==> config.mk <==
export PLATFORM = sky130hd
export DESIGN_NAME = fp_mul_pipe
export DESIGN_NICKNAME = d
export VERILOG_FILES = /design/src/rtl/fp_mul_pipe.sv
export SDC_FILE = /design/constraint.sdc
export NUM_CORES = 1
export LEC_CHECK = 0
export CORE_ASPECT_RATIO = 2
export CORE_MARGIN = 2
export CORE_UTILIZATION = 40
export DETAILED_ROUTE_END_ITERATION = 12
export HOLD_SLACK_MARGIN = 0.03
export PLACE_DENSITY = 0.66
export SYNTH_ARGS = -nofsm -noshare
export SYNTH_HDL_FRONTEND = slang
export SYNTH_SLANG_ARGS = --single-unit
==> constraint.sdc <==
create_clock -name clk -period 3.3 [get_ports clk]
set_clock_uncertainty 0.1 [all_clocks]
set_input_delay 0.99 -clock clk [delete_from_list [all_inputs] [get_ports clk]]
set_output_delay 0.99 -clock clk [all_outputs]
set_load 0.005 [all_outputs]
==> src/rtl/fp_mul_pipe.sv <==
// rtl/fp_mul_pipe.sv - three-stage elastic floating-point multiplier with pass-through tag
//
// Purpose:
//   Multiplies two operands in the {exc[1:0], sign, exp[WE-1:0], frac[WF-1:0]}
//   format (exc: 00 zero, 01 normal, 10 inf, 11 NaN; no subnormals).
//   Three register stages with valid/ready handshake and full back-pressure.
//   An opaque tag travels with every operation; ordering is preserved.
//
// Ports:
//   clk, rst        clock (rising edge), asynchronous active-high reset
//   in_valid        operand pair present
//   in_ready        pair accepted this cycle (may depend on out_ready)
//   X, Y            operands
//   in_tag          tag carried with the pair
//   out_valid       result present
//   out_ready       consumer accepts the result
//   R               product
//   out_tag         tag belonging to R
//
// Pipeline:
//   S1  sign, biased exponent sum (WE+2 bits signed), significand product,
//       exception classification
//   S2  normalisation, guard/sticky extraction, rounding into {exp,frac}
//   S3  post-round range check and final packing

module fp_mul_pipe #(
    parameter int WE         = 7,
    parameter int WF         = 7,
    parameter int ROUND_MODE = 0,
    parameter int TAG_W      = 4
) (
    input  logic                 clk,
    input  logic                 rst,
    input  logic                 in_valid,
    output logic                 in_ready,
    input  logic [WE+WF+2:0]     X,
    input  logic [WE+WF+2:0]     Y,
    input  logic [TAG_W-1:0]     in_tag,
    output logic                 out_valid,
    input  logic                 out_ready,
    output logic [WE+WF+2:0]     R,
    output logic [TAG_W-1:0]     out_tag
);

    localparam int N   = WE + WF + 3;
    localparam int EW  = WE + 2;          // signed exponent width inside the pipe
    localparam int PW  = 2 * WF + 2;      // significand product width
    localparam int EFW = EW + WF;         // joint {exp,frac} width for rounding

    localparam logic [EW-1:0] BIAS = EW'((1 << (WE - 1)) - 1);

    localparam logic [1:0] EXC_ZERO = 2'b00;
    localparam logic [1:0] EXC_NORM = 2'b01;
    localparam logic [1:0] EXC_INF  = 2'b10;
    localparam logic [1:0] EXC_NAN  = 2'b11;

    // ------------------------------------------------------------------
    // Handshake: a stage may load when it is empty or its contents leave
    // this cycle. The chain is combinational back to in_ready.
    // ------------------------------------------------------------------
    logic v1_q, v2_q, v3_q;
    logic ready1, ready2, ready3;

    assign ready3   = out_ready | ~v3_q;
    assign ready2   = ~v2_q | ready3;
    assign ready1   = ~v1_q | ready2;
    assign in_ready = ready1;

    // ------------------------------------------------------------------
    // Stage 1: field extraction, classification, exponent sum, product
    // ------------------------------------------------------------------
    logic [1:0]    xe, ye;
    logic          xs, ys;
    logic [WE-1:0] xexp, yexp;
    logic [WF-1:0] xf, yf;

    assign xe   = X[N-1 -: 2];
    assign ye   = Y[N-1 -: 2];
    assign xs   = X[N-3];
    assign ys   = Y[N-3];
    assign xexp = X[WF +: WE];
    assign yexp = Y[WF +: WE];
    assign xf   = X[WF-1:0];
    assign yf   = Y[WF-1:0];

    logic [1:0]    s1_exc_d;
    logic          s1_sign_d;
    logic [EW-1:0] s1_exp_d;
    logic [PW-1:0] s1_prod_d;

    // Priority order matters: NaN beats everything, zero*inf is NaN,
    // then inf, then zero, leaving normal*normal.
    always_comb begin
        s1_exc_d = EXC_NORM;
        if (xe == EXC_NAN || ye == EXC_NAN) begin
            s1_exc_d = EXC_NAN;
        end else if ((xe == EXC_ZERO && ye == EXC_INF) ||
                     (xe == EXC_INF  && ye == EXC_ZERO)) begin
            s1_exc_d = EXC_NAN;
        end else if (xe == EXC_INF || ye == EXC_INF) begin
            s1_exc_d = EXC_INF;
        end else if (xe == EXC_ZERO || ye == EXC_ZERO) begin
            s1_exc_d = EXC_ZERO;
        end
    end

    assign s1_sign_d = xs ^ ys;
    // Two extra bits keep both underflow (negative) and overflow visible.
    assign s1_exp_d  = {2'b00, xexp} + {2'b00, yexp} - BIAS;
    assign s1_prod_d = PW'({1'b1, xf}) * PW'({1'b1, yf});

    logic [1:0]       s1_exc_q;
    logic             s1_sign_q;
    logic [EW-1:0]    s1_exp_q;
    logic [PW-1:0]    s1_prod_q;
    logic [TAG_W-1:0] s1_tag_q;

    always_ff @(posedge clk or posedge rst) begin
        if (rst) begin
            v1_q      <= 1'b0;
            s1_exc_q  <= '0;
            s1_sign_q <= 1'b0;
            s1_exp_q  <= '0;
            s1_prod_q <= '0;
            s1_tag_q  <= '0;
        end else if (ready1) begin
            v1_q <= in_valid;
            if (in_valid) begin
                s1_exc_q  <= s1_exc_d;
                s1_sign_q <= s1_sign_d;
                s1_exp_q  <= s1_exp_d;
                s1_prod_q <= s1_prod_d;
                s1_tag_q  <= in_tag;
            end
        end
    end

    // ------------------------------------------------------------------
    // Stage 2: normalise and round
    // ------------------------------------------------------------------
    logic          norm;
    logic [PW-2:0] aligned;
    logic [WF-1:0] frac_t;
    logic          guard_b;
    logic          sticky_b;
    logic          round_up;
    logic [EW-1:0] exp_n;
    logic [EFW-1:0] s2_ef_d;

    // Product lies in [1,4). The hidden bit is dropped here, so 'aligned'
    // holds only the bits after the leading one, left-justified.
    assign norm     = s1_prod_q[PW-1];
    assign aligned  = norm ? s1_prod_q[PW-2:0] : {s1_prod_q[PW-3:0], 1'b0};
    assign frac_t   = aligned[PW-2 -: WF];
    assign guard_b  = aligned[WF];
    assign sticky_b = |aligned[WF-1:0];
    assign exp_n    = s1_exp_q + {{(EW-1){1'b0}}, norm};

    assign round_up = (ROUND_MODE == 0) ? (guard_b & (sticky_b | frac_t[0])) : 1'b0;

    // A carry out of the fraction lands in the exponent, which is exactly
    // the renormalisation needed when the fraction rounds up to 2.0.
    assign s2_ef_d = {exp_n, frac_t} + {{(EFW-1){1'b0}}, round_up};

    logic [1:0]       s2_exc_q;
    logic             s2_sign_q;
    logic [EFW-1:0]   s2_ef_q;
    logic [TAG_W-1:0] s2_tag_q;

    always_ff @(posedge clk or posedge rst) begin
        if (rst) begin
            v2_q      <= 1'b0;
            s2_exc_q  <= '0;
            s2_sign_q <= 1'b0;
            s2_ef_q   <= '0;
            s2_tag_q  <= '0;
        end else if (ready2) begin
            v2_q <= v1_q;
            if (v1_q) begin
                s2_exc_q  <= s1_exc_q;
                s2_sign_q <= s1_sign_q;
                s2_ef_q   <= s2_ef_d;
                s2_tag_q  <= s1_tag_q;
            end
        end
    end

    // ------------------------------------------------------------------
    // Stage 3: range check and packing
    // ------------------------------------------------------------------
    logic [EW-1:0] e3;
    logic [WF-1:0] f3;
    logic          under;
    logic          over;
    logic [N-1:0]  r3_d;

    assign e3    = s2_ef_q[EFW-1 -: EW];
    assign f3    = s2_ef_q[WF-1:0];
    assign under = e3[EW-1];
    // Non-negative values above 2^WE-1 have bit WE set.
    assign over  = ~e3[EW-1] & e3[EW-2];

    // Non-normal results carry zero exp/frac but keep the product sign.
    always_comb begin
        r3_d        = '0;
        r3_d[N-3]   = s2_sign_q;
        if (s2_exc_q == EXC_NORM) begin
            if (under) begin
                r3_d[N-1 -: 2] = EXC_ZERO;
            end else if (over) begin
                r3_d[N-1 -: 2] = EXC_INF;
            end else begin
                r3_d[N-1 -: 2] = EXC_NORM;
                r3_d[WF +: WE] = e3[WE-1:0];
                r3_d[WF-1:0]   = f3;
            end
        end else begin
            r3_d[N-1 -: 2] = s2_exc_q;
        end
    end

    logic [N-1:0]     r_q;
    logic [TAG_W-1:0] tag_q;

    always_ff @(posedge clk or posedge rst) begin
        if (rst) begin
            v3_q  <= 1'b0;
            r_q   <= '0;
            tag_q <= '0;
        end else if (ready3) begin
            v3_q <= v2_q;
            if (v2_q) begin
                r_q   <= r3_d;
                tag_q <= s2_tag_q;
            end
        end
    end

    assign out_valid = v3_q;
    assign R         = r_q;
    assign out_tag   = tag_q;

endmodule
==> results of run 1 <==
[cells in the final DEF, fill, tap and decap left out, types with 5 or more instances in the layout]
master	Yosys	routed
a21o_1	6	6
a21oi_1	18	15
a22o_1	15	15
and2_1	33	22
and2_4	0	11
buf_4	0	58
buf_6	1	15
clkbuf_16	0	9
clkdlybuf4s50_1	0	50
dfrtp_1	79	79
fa_1	37	34
ha_1	51	41
ha_4	0	9
inv_1	75	59
inv_2	0	13
mux2_2	23	23
mux2i_1	7	7
nand2_1	68	65
nand2b_1	7	7
nand3_1	7	7
nand4_1	5	5
nor2_1	23	21
o21ai_0	46	34
o21ai_1	0	10
xnor2_1	18	16
xor2_1	13	13
[power by group through the flow]
stage               clock network [W]  logic [W]  registers [W]
finish                        0.00105    0.00267        0.00153
global route                  0.00111    0.00298        0.00158
CTS                           0.00108    0.00255        0.00153
detailed placement                  0    0.00240        0.00155
global placement                    0    0.00229        0.00152
floorplan                           0    0.00167        0.00144
[cells by family after synthesis]
kind of cell	Yosys count	share of synthesized area
flops	79	0.3340
xor+xnor	31	0.04588
compound gates	113	0.1214
mux	31	0.05814
fa+ha+maj	88	0.2330
buf+inv	95	0.06194
simple gates	170	0.1457
[state kept, by name, summed over array words and instances, names as in the netlist]
| signal | count |
|---|---|
| out_tag | 4 |
| s2_tag_q | 4 |
| s2_ef_q | 16 |
| v1_q | 1 |
| s1_prod_q | 16 |
| R | 17 |
| out_valid | 1 |
| s2_exc_q | 2 |
| s1_tag_q | 4 |
| s1_exp_q | 9 |
| s1_sign_q | 1 |
| s2_sign_q | 1 |
| s1_exc_q | 2 |
| v2_q | 1 |
[cell usage after synthesis (all sizes together) (6+ instances only)]
cell type | n | area (sq um)
mux2i | 7 | 70.07
dfrtp | 79 | 1977
o21ai | 47 | 239.0
nor2b | 6 | 37.54
xnor2 | 18 | 157.7
inv | 75 | 281.5
clkbuf | 17 | 63.81
and2 | 34 | 212.7
a22o | 15 | 131.4
fa | 37 | 740.7
nand3 | 7 | 35.03
nor2 | 23 | 86.33
nand2b | 9 | 71.32
a21o | 6 | 45.04
ha | 51 | 638.1
xor2 | 13 | 113.9
a21oi | 18 | 90.09
mux2 | 24 | 274.0
nand2 | 68 | 255.2
[through the flow]
| stage | setup TNS (ns) | hold slack [ns] |
|---|---|---|
| CTS | -10.71 | 0.3818 |
| global placement | -21.09 | 0.3614 |
| detailed placement | -22.09 | 0.3691 |
| finish | -11.19 | 0.3767 |
| floorplan | -10.95 | 0.3460 |
| global route | -12.53 | 0.4003 |
[metal layers]
metal | up-vias | track usage | part of all wire | routed length [um]
li1 | 2279 | - | - | -
met1 | 2278 | 0.1466 | 0.33 | 4275
met2 | 82 | 0.3606 | 0.61 | 7966
met3 | 29 | 0.01536 | 0.021 | 275
met4 | 0 | 0.09936 | 0.040 | 527
met5 | - | 0 | 0 | 0
[critical path, delay by kind of cell]
family | cells | cell delay (ns)
and+or+nand+nor | 1 | 0.15
adders and majority gates | 5 | 2.30
AOI/OAI and AO/OA | 5 | 0.75
buffers and inverters | 5 | 0.28
xor gates and xnor gates | 1 | 0.14
[timing repair]
action	CTS	global route
gates resized for setup	107	27
setup endpoints to repair	13	12
hold buffers	0	0
pin swaps	43	22
gates cloned	0	0
buffers inserted	8	5
[final cells by class]
class / count / area, sq um / area share
repair buffers: 133 / 1255 / 0.1587
inverters: 75 / 289.0 / 0.03655
clock inverters: 5 / 81.33 / 0.01028
multi-input cells: 433 / 3822 / 0.4834
clock buffers: 11 / 242.7 / 0.03070
well taps: 192 / 240.2 / 0.03038
flip-flops and latches: 79 / 1977 / 0.2500
[worst paths after layout]
kind	from	endpoint	depth (start not counted)
setup / recovery	X[2]	s1_prod_q[15]	17
hold / removal	s2_ef_q[4]	s2_ef_q[4]	2
setup reg to reg	s1_prod_q[15]	s2_ef_q[15]	8
hold reg to reg	s2_ef_q[4]	s2_ef_q[4]	2
max in group asynchronous	rst	s2_ef_q[13]	3
min in group asynchronous	rst	s1_tag_q[2]	2
==> run summary, run 1 <==
Status: finished with violations
Violated checks: negative setup slack
Placed Cells: 900
Switch Pwr: 0.001859 W
EDFF count, synth: 0
Worst-path cell chain: buf_8 -> and2_4 -> fa_1 -> inv_2 -> fa_1 -> inv_1 -> fa_1 -> inv_2 -> fa_1 -> inv_2 -> ha_4 -> o21a_1 -> o31a_1 -> o2111ai_2 -> a31oi_1 -> xnor2_1 -> o21ai_1
Clock Sinks: 79
Vias in the first global route: 5032
Sequential fraction of the synthesis area: 0.3340
Synthesis Warnings: 0
CTS tree: done
Reg2reg setup slack: 0.72 ns
Crit path max-delay cell type: fa_1
Largest net degree at the start of global routing: 34
Avg Inst Size Synth: 9.750 sq um
Non-Filler Instances: 928
# DRC: 0
Die area: 15840 sq um
Worst Setup Start Kind: input pin
Total gr overflow: 0
Gpl congestion: 0.8766
Syn-to-layout area delta: 33.62%
Int Pwr: 0.003390 W
Remaining antenna violation count: 0
Fin crit share: 1.367
CTS Root Buffer Type: clkbuf_16
Synth Net Count: 737
Bufs on Longest Clock Path: 2
DR iter-0 viols: 85
I/O Buffers: 64
Setup crit end kind: register
Setup CP Type: input pin to register
Total of max-cap violations: 0
Initial antenna violation count: 0
Clk slew on worst S/H paths: 0.06 ns
Rel. slew slack: 0.6777
Final setup margin: -1.212 ns
Number of max-slew violations in the final report: 0
HPWL after DPL: 10950 um
Switching share of total power: 0.3542
Leakage: 3.681 nW
Via Count: 4668
Worst Path Max Fanout: 4
Pwr/cell area: 663.8 nW/um^2
Share of cells above drive strength 1: 0.2527
Dpl cell area: 7306 sq um
Most common cell on crit path: fa_1
Worst Max-Slew Pin Slew: 0.4828 ns
Sequential Power Share: 0.291
Yosys reg bits: 79
WL final: 13040 um
Peak supply drop: 0.3084 mV
# fillers: 1306
Antenna Cells: 0
CTS buffer count: 9
H-tree depth reported by CTS: 3
Distinct cells, synth: 53
Dominant synthesized flop cell: dfrtp_1
Fin util: 0.5480
Global-route wire length before repair: 21960 um
Setup WS pre-CTS: -2.078 ns
Final nets: 861
Mapped cell area: 5918 sq um
RSZ-0062 raised after global routing: true
Final Hold Vio Count: 0
Hold WC Path Type: register to register
Starting Density: 0.4102
Critical Path Max Stage Delay: 0.54 ns
Cell row count: 62
GRT Total Usage: 0.1699
Die Ht: 176.0 um
Clock Latency Late Sink: 0.33 ns
Core ar.: 14430 sq um
Vias per cell: 5.030
WL/cell: 14.06 um
Total Power: 0.005249 W
Clock power frac: 0.201
CP arrival: 4.62 ns
DR pass1 iterations: 4
Fmax: 221.6 MHz
Crit path required time: 3.41 ns
DIE WIDTH: 90.01 um
Number of I/O pins: 65
Layout Cell Area excl Fill: 7908 sq um
Post-synth ARST share: 1.000
Mapped Cells: 607
Min cycle time layout: 4.512 ns
Final setup violating endpoints: 12
Gate power share: 0.508
No activity file was read; power rests on OpenSTA's default activity.
==> inputs of run 2 (changes only) <==
--- a/config.mk
+++ b/config.mk
@@ -8,6 +8,7 @@
 export CORE_ASPECT_RATIO = 2
 export CORE_MARGIN = 2
 export CORE_UTILIZATION = 40
+export CTS_CLUSTER_SIZE = 20
 export DETAILED_ROUTE_END_ITERATION = 12
 export HOLD_SLACK_MARGIN = 0.03
 export PLACE_DENSITY = 0.66
==> results of run 2 <==
The final DEF is identical to that of run 1; final timing and power are the same.
==> inputs of run 3 (changes only) <==
--- a/config.mk
+++ b/config.mk
@@ -5,7 +5,6 @@
 export SDC_FILE = /design/constraint.sdc
 export NUM_CORES = 1
 export LEC_CHECK = 0
-export CORE_ASPECT_RATIO = 2
 export CORE_MARGIN = 2
 export CORE_UTILIZATION = 40
 export CTS_CLUSTER_SIZE = 20
==> run summary, run 3 (synthesis gave the netlist of run 1 again) <==
Largest net degree at the start of global routing: 80
Antenna Cells: 0
Crit path required time: 3.42 ns
Hold WC Path Type: register to register
Clk slew on worst S/H paths: 0.06 ns
Min cycle time layout: 4.448 ns
Cell row count: 44
Global-route wire length before repair: 21400 um
Status: finished with violations
Initial antenna violation count: 0
Starting Density: 0.4087
Number of max-slew violations in the final report: 0
Final setup violating endpoints: 12
Final nets: 866
Reg2reg setup slack: 0.69 ns
CP arrival: 4.56 ns
Final setup margin: -1.148 ns
Hold depth: 2
Worst r2r dst: s2_ef_q[12]
Fin crit share: 1.348
Non-Filler Instances: 924
# fillers: 1257
Most frequent cells in the layout: dfrtp_1, nand2_1, buf_4, inv_1, clkdlybuf4s50_1
Setup CP Type: input pin to register
Clock Latency Late Sink: 0.34 ns
CTS tree: done
Setup crit end kind: register
WL/cell: 13.46 um
Clock Sinks: 79
DR pass1 iterations: 4
DIE WIDTH: 125.6 um
Final Hold Vio Count: 0
Share of cells above drive strength 1: 0.2527
Most common cell after layout, fill and taps aside: dfrtp_1
Worst reg2reg startpoint: s1_prod_q[15]
Violated checks: negative setup slack
Vias per cell: 4.953
Rel. slew slack: 0.6796
H-tree depth reported by CTS: 3
Core ar.: 14480 sq um
Worst Path Max Fanout: 7
# DRC: 0
Fin util: 0.5468
CTS Root Buffer Type: clkbuf_16
Peak supply drop: 0.3212 mV
Remaining antenna violation count: 0
Worst r2r path cells: 8
Number of I/O pins: 65
DR iter-0 viols: 211
Syn-to-layout area delta: 33.76%
Max FFs per register: 17
I/O Buffers: 64
Vias in the first global route: 4730
Min-delay src: s1_exc_q[0]
Total of max-cap violations: 0
Die Ht: 125.6 um
CTS buffer count: 9
GRT Total Usage: 0.1623
Worst Setup Start Kind: input pin
Bufs on Longest Clock Path: 2
Leakage: 3.708 nW
Via Count: 4577
CTS Hold Buffers Added: 0
Pwr/cell area: 676.3 nW/um^2
Worst Max-Slew Pin Slew: 0.4794 ns
Fmax: 224.8 MHz
Die area: 15780 sq um
RSZ-0062 raised after global routing: true
WL final: 12440 um
Placed Cells: 890
Gpl congestion: 0.9008
HPWL after DPL: 9560 um
Total gr overflow: 0
Hold endpoint: s1_exc_q[0]
Setup WS pre-CTS: -2.114 ns
run 3: what timing repair did:
action,4_1_cts,5_1_grt
setup endpoints to repair,13,12
gates cloned,0,0
gates resized for setup,104,28
pin swaps,40,30
buffers inserted,14,5
run 3: cell type report:
cell class / instances / area (sq um) / area share
multi-input combinational: 433 / 3800 / 0.4800
sequential: 79 / 1977 / 0.2497
timing repair buffer: 138 / 1284 / 0.1622
inverter: 75 / 294.0 / 0.03714
clock buffer: 12 / 266.5 / 0.03367
tap: 184 / 230.2 / 0.02908
clock inverter: 3 / 65.06 / 0.008219
run 3: where the power goes:
group | internal (W) | switching [W] | leakage [nW]
Combinational | 0.00149 | 0.00124 | 2.56
Sequential | 0.00126 | 0.000273 | 0.980
Clock | 0.000718 | 0.000368 | 0.165
run 3: through the flow:
step / hold slack [ns] / TNS, ns / total power, W / instance area [sq um]
finish: 0.3804 / -10.09 / 0.005353 / 7916
global placement: 0.3615 / -20.44 / 0.003817 / 7268
CTS: 0.3815 / -10.48 / 0.005175 / 7792
floorplan: 0.3460 / -10.95 / 0.003110 / 6038
global route: 0.3991 / -11.79 / 0.005799 / 7916
detailed placement: 0.3681 / -21.54 / 0.003903 / 7268
run 3: worst max-delay path by stage:
stage / cells after the start / end / start / slack (ns)
after floorplan: 16 / s1_prod_q[15] / Y[5] / -1.29
after global placement: 16 / s1_prod_q[15] / X[2] / -1.97
after detailed placement: 16 / s1_prod_q[15] / X[2] / -2.11
after CTS: 17 / s1_prod_q[15] / Y[5] / -1.18
after global routing: 18 / s1_prod_q[15] / X[1] / -1.29
final: 17 / s1_prod_q[15] / X[4] / -1.15
run 3: metal layers:
layer | track usage | share of wire
met1 | 0.2017 | 0.45
met2 | 0.2900 | 0.51
met3 | 0.03059 | 0.029
met4 | 0.04314 | 0.019
met5 | 0 | 0
run 3: critical path, cell delays in order:
cell       delay, ns
buf_4           0.15
and2_4          0.15
fa_1            0.51
inv_2           0.04
fa_1            0.47
inv_1           0.05
fa_1            0.48
inv_2           0.04
fa_1            0.48
inv_2           0.05
ha_4            0.27
o21a_1          0.12
o31a_1          0.19
o2111ai_2       0.13
a31oi_1         0.24
xnor2_1         0.14
o21ai_1         0.07
